**config.mk**
```make
export PLATFORM = sky130hd
export DESIGN_NAME = chipbus_responder
export DESIGN_NICKNAME = d
export VERILOG_FILES = /design/src/rtl/chipbus_responder.sv
export SDC_FILE = /design/constraint.sdc
export NUM_CORES = 1
export LEC_CHECK = 0
export BUFFER_PORTS_ARGS = -buffer_cell sky130_fd_sc_hd__buf_2
export CORE_ASPECT_RATIO = 1.2
export CORE_MARGIN = 2
export CORE_UTILIZATION = 44
export DETAILED_ROUTE_END_ITERATION = 10
export PLACE_DENSITY = 0.77
export SLEW_MARGIN = 10
export SYNTH_ARGS = -nofsm -noshare
export SYNTH_HDL_FRONTEND = slang
export SYNTH_SLANG_ARGS = --single-unit
```
**constraint.sdc**
```tcl
create_clock -name clk -period 2.2 [get_ports clk]
set_clock_uncertainty 0.15 [all_clocks]
set_input_delay 0.11 -clock clk [delete_from_list [all_inputs] [get_ports clk]]
set_output_delay 0.11 -clock clk [all_outputs]
set_load 0.1 [all_outputs]
```
**src/rtl/chipbus_responder.sv**
```systemverilog
// Chip-bus responder: per bus slot, runs the Agnus DMA cycle or grants the slot to a
// pending CPU chip-RAM access, and raises bls when the CPU has been starved too long.
module chipbus_responder #(
  parameter int         BLS_THRESH = 3,
  parameter logic [2:0] CHIP_TOP   = 3'b000
) (
  input  logic        clk,
  input  logic        _reset,
  input  logic        clk7_en,
  input  logic        dbr,
  input  logic        dbwe,
  input  logic [20:1] dma_address,
  input  logic [15:0] dma_wdata,
  output logic [15:0] dma_rdata,
  input  logic        cpu_req,
  input  logic        cpu_we,
  input  logic        cpu_uds,
  input  logic        cpu_lds,
  input  logic [23:1] cpu_address,
  input  logic [15:0] cpu_wdata,
  output logic [15:0] cpu_rdata,
  output logic        cpu_ack,
  output logic        mem_req,
  output logic        mem_we,
  output logic [1:0]  mem_be,
  output logic [19:0] mem_addr,
  output logic [15:0] mem_wdata,
  input  logic [15:0] mem_rdata,
  input  logic        mem_ack,
  output logic        bls,
  output logic        overrun
);

  typedef enum logic [1:0] {IDLE, DMA, CPU} state_t;

  localparam logic [1:0] THRESH = BLS_THRESH[1:0];

  state_t     state;
  logic [1:0] denials;
  logic [1:0] denials_next;
  logic       chip_req;
  logic       done;
  logic       free;
  logic       grant_dma;
  logic       grant_cpu;

  assign chip_req  = cpu_req && (cpu_address[23:21] == CHIP_TOP);
  assign done      = (state != IDLE) && mem_ack;
  // A completion on the same clk as a slot frees that slot for a fresh decision.
  assign free      = (state == IDLE) || done;
  assign grant_dma = clk7_en && free && dbr;
  assign grant_cpu = clk7_en && free && !dbr && chip_req;

  always_comb begin
    denials_next = denials;
    if (clk7_en) begin
      if (dbr && chip_req) begin
        if (denials != THRESH) denials_next = denials + 2'd1;
      end else if (grant_cpu || !cpu_req) begin
        denials_next = 2'd0;
      end
    end
  end

  always_ff @(posedge clk) begin
    if (!_reset) begin
      state     <= IDLE;
      denials   <= 2'd0;
      dma_rdata <= 16'd0;
      cpu_rdata <= 16'd0;
      cpu_ack   <= 1'b0;
      mem_req   <= 1'b0;
      mem_we    <= 1'b0;
      mem_be    <= 2'b00;
      mem_addr  <= 20'd0;
      mem_wdata <= 16'd0;
      bls       <= 1'b0;
      overrun   <= 1'b0;
    end else begin
      cpu_ack <= 1'b0;
      denials <= denials_next;
      bls     <= (denials_next == THRESH);

      if (done) begin
        mem_req <= 1'b0;
        state   <= IDLE;
        if (!mem_we) begin
          if (state == DMA) dma_rdata <= mem_rdata;
          else              cpu_rdata <= mem_rdata;
        end
        // A CPU that gave up mid-access gets no acknowledge.
        if (state == CPU) cpu_ack <= cpu_req;
      end

      if (clk7_en && !free) overrun <= 1'b1;

      if (grant_dma) begin
        state     <= DMA;
        mem_req   <= 1'b1;
        mem_we    <= dbwe;
        mem_be    <= 2'b11;
        mem_addr  <= dma_address;
        mem_wdata <= dma_wdata;
      end else if (grant_cpu) begin
        state     <= CPU;
        mem_req   <= 1'b1;
        mem_we    <= cpu_we;
        mem_be    <= {cpu_uds, cpu_lds};
        mem_addr  <= cpu_address[20:1];
        mem_wdata <= cpu_wdata;
      end
    end
  end

endmodule

```
==> results.md <==
* Finished Layout Cells at 713
* H-tree level count at 3
* Max Cap Viol at 0
* Drt first pass iters at 5
* Clk buf depth at 2
* Async set-reset flop share out of synthesis at 0
* Most frequent cells in the layout: 175 x buf_2, 97 x dlygate4sd3_1, 80 x nor2_1, 79 x dfxtp_1, 66 x nand2_1
* Number of synthesized flops with an enable pin at 0
* CP max FO at 40
* Final #Nets at 718
* Global-route wire length before repair at between 15,000 and 20,000 um
* Pin count of the biggest net entering global routing at 41
* Grt ovf at 0
* Synthesized area per cell at 9.20 um^2
* WP data required at 2.32 ns
* Share of layout cells above drive strength 1 at 0.386
* Fin. Hold Viols at 0
* F_max at 490 MHz
* DPL Wire Length at approximately 6200 um
* Total clock sinks at between 70 and 80
* Slew @ Worst Pin at between 0.6 and 0.7 ns
* CTS buffer count at 9
* Clock transition at path regs at 0.08 ns
* Synth Net Count at 456
* Via count at roughly 3,700
* Syn Std Cell Area at 0.00327 mm^2
* RSZ-0062 raised after global routing: no
* Drt drc at 0
* Max rail drop VDD at 467 uV
* Core Region at 0.00723 mm^2
* Vias/cell at 5.20
* WL final at between 10,000 and 15,000 um
* Worst R2R Path Depth at 5
* Worst Hold Class: input port to flip-flop
* Hold Path End: denials[0]$_SDFF_PN0_
* Minimum clock period at 2.04 ns
* R2r setup slk at ~0.30 ns
* CTS root buffer: clkbuf_8
* Setup TNS at 0 ns
* Post-CTS setup buffer count at 0
* Initial DRC Count at 120
* Yosys top cell by area: dfxtp_1
* Die Wd at around 83 um
* Vias in the first global route at 3,710
* Final cycle utilization of the critical path at 0.928
* Pins Over Slew Limit at 0
* Number of fill cells at 518
* Status: finished clean
* Min-Delay Startpoint: cpu_address[21]
* Crit path DAT at about 2.2 ns
* Syn Inst Count at 355
* Die ar. at between 0.008 and 0.009 mm^2
* GRT Total Usage at 0.276
* Placed cell count at 599
* Antenna-violating nets left at 0
* Synth area leaders: dfxtp_1 48%, o221ai_2 17%, nor2_1 9.2%, nand2_1 7.6%, a21oi_1 5.4%
* #FFs+latches synth at approximately 80
* Commonest non-fill, non-tap cell in the layout: buf_2
* Reg2reg end: mem_wdata[3]$_SDFFE_PN0P_
* Top cell type's share of synthesized area at 0.484
* Synth-to-Final Area Change at 61.7%
* Ys Warns at 0
* Crit. End Element: flip-flop
* Setup Viol. Count Final at 0
* Cell area power density at between 600 and 700 mW/mm^2
* Post-Place Cell Area at 0.00415 mm^2
* Resize count post-CTS at 0
* Starting Density at 0.452
* Count of cell types in the netlist at 30
* Type of origin of the critical path: input port
* CP startpoint: mem_ack
* Register area share after synthesis at 0.484
* Worst R2R Start: state[0]$_SDFFE_PN0P_
* Initial antenna violation count at 0
* Clock Latency Late Sink at between 0.3 and 0.4 ns
* Final instance area at approximately 0.0053 mm^2
* Top FF cell, synth: dfxtp_1
* CTS tree: done
* Wire per inst at 15.9 um
* Number of I/O port buffers at 175
* Gp weighted congestion at 0.752
* I/O pin count at 176
* Leakage power figure at between 2 and 2.5 nW
* Die Ht at 98.4 um
* Relative slew slack at 0.550
* Worst hold path cell count at 5
* Hold_ws at ~0.052 ns
* Row Count at 34
* Setup Crit Path Kind: input port to flip-flop
## synthesized netlist by cell type (all sizes together) (2+ instances only)
| cell type | n |
|---|---|
| a211oi | 4 |
| a21oi | 35 |
| and3 | 2 |
| buf | 16 |
| clkbuf | 12 |
| dfxtp | 79 |
| inv | 5 |
| nand2 | 66 |
| nand2b | 2 |
| nand3 | 3 |
| nor2 | 80 |
| o21ai | 2 |
| o221ai | 37 |
## worst max path at each step
stage / to / cells past startpoint
2_1_floorplan: dma_rdata[10]$_SDFFE_PN0P_ / 5
3_3_place_gp: mem_wdata[4]$_SDFFE_PN0P_ / 5
3_5_place_dp: mem_wdata[5]$_SDFFE_PN0P_ / 5
4_1_cts: mem_addr[2]$_SDFFE_PN0P_ / 7
5_1_grt: mem_wdata[3]$_SDFFE_PN0P_ / 7
6_report: mem_wdata[3]$_SDFFE_PN0P_ / 7
## stage by stage
stage          setup WS, ns  power, mW   util
2_1_floorplan        0.0612       2.21      -
3_3_place_gp          0.481       2.41  0.573
3_5_place_dp          0.404       2.42  0.573
4_1_cts               0.266       3.47  0.730
5_1_grt              0.0481       3.61  0.730
6_report              0.158       3.49  0.731
## area by class of cell
class | count | area, um^2 | share of cell area
Clock inverter | 6 | 37.5 | 0.00710
Tap cell | 90 | 113 | 0.0213
Clock buffer | 10 | 128 | 0.0242
Timing Repair Buffer | 279 | 1900 | 0.359
Multi-Input combinational cell | 243 | 1500 | 0.285
Inverter | 5 | 18.8 | 0.00355
Sequential cell | 79 | 1580 | 0.299
Antenna cell | 1 | 2.50 | 0.000474
## layer usage
layer,wire length (um),share of wire,global-route usage,up-vias
met5,0,0,0,-
met4,395,0.035,0.141,0
met3,958,0.085,0.0656,41
met2,5530,0.49,0.465,222
met1,4420,0.39,0.318,1692
li1,-,-,-,1755
## report_power, final
group          switching [mW]  total, mW  internal [mW]
Sequential             0.0365       1.53           1.49
Combinational           0.717       1.02          0.302
Clock                   0.532      0.936          0.404
Total                    1.29       3.49           2.20
## sequential cells by signal (all words and copies together) (netlist names)
register,flops
overrun,1
mem_wdata,16
mem_addr,20
dma_rdata,16
mem_be,2
cpu_rdata,16
cpu_ack,1
state,2
bls,1
mem_req,1
denials,2
mem_we,1
## critical path, cell delays in order
cell,delay (ns)
dlygate4sd3_1,0.55
buf_2,0.16
o21bai_2,0.26
nand3_2,0.11
buf_4,0.56
o221ai_2,0.23
nor2_1,0.18
## cell families (layout without fill, tap and decap cells)
| family | after synthesis | after routing | synth area share |
|---|---|---|---|
| flops | 79 | 79 | 0.484 |
| compound gates | 84 | 84 | 0.256 |
| other cells | 0 | 1 | 0 |
| simple gates | 159 | 159 | 0.204 |
| buf+inv | 33 | 300 | 0.0555 |
## timing repair
item                                    4_1_cts  5_1_grt
hold buffers                                 97        0
endpoints found under the setup margin        0        0
hold endpoints to repair                     78        0
Power figures use the tool's default switching activity.
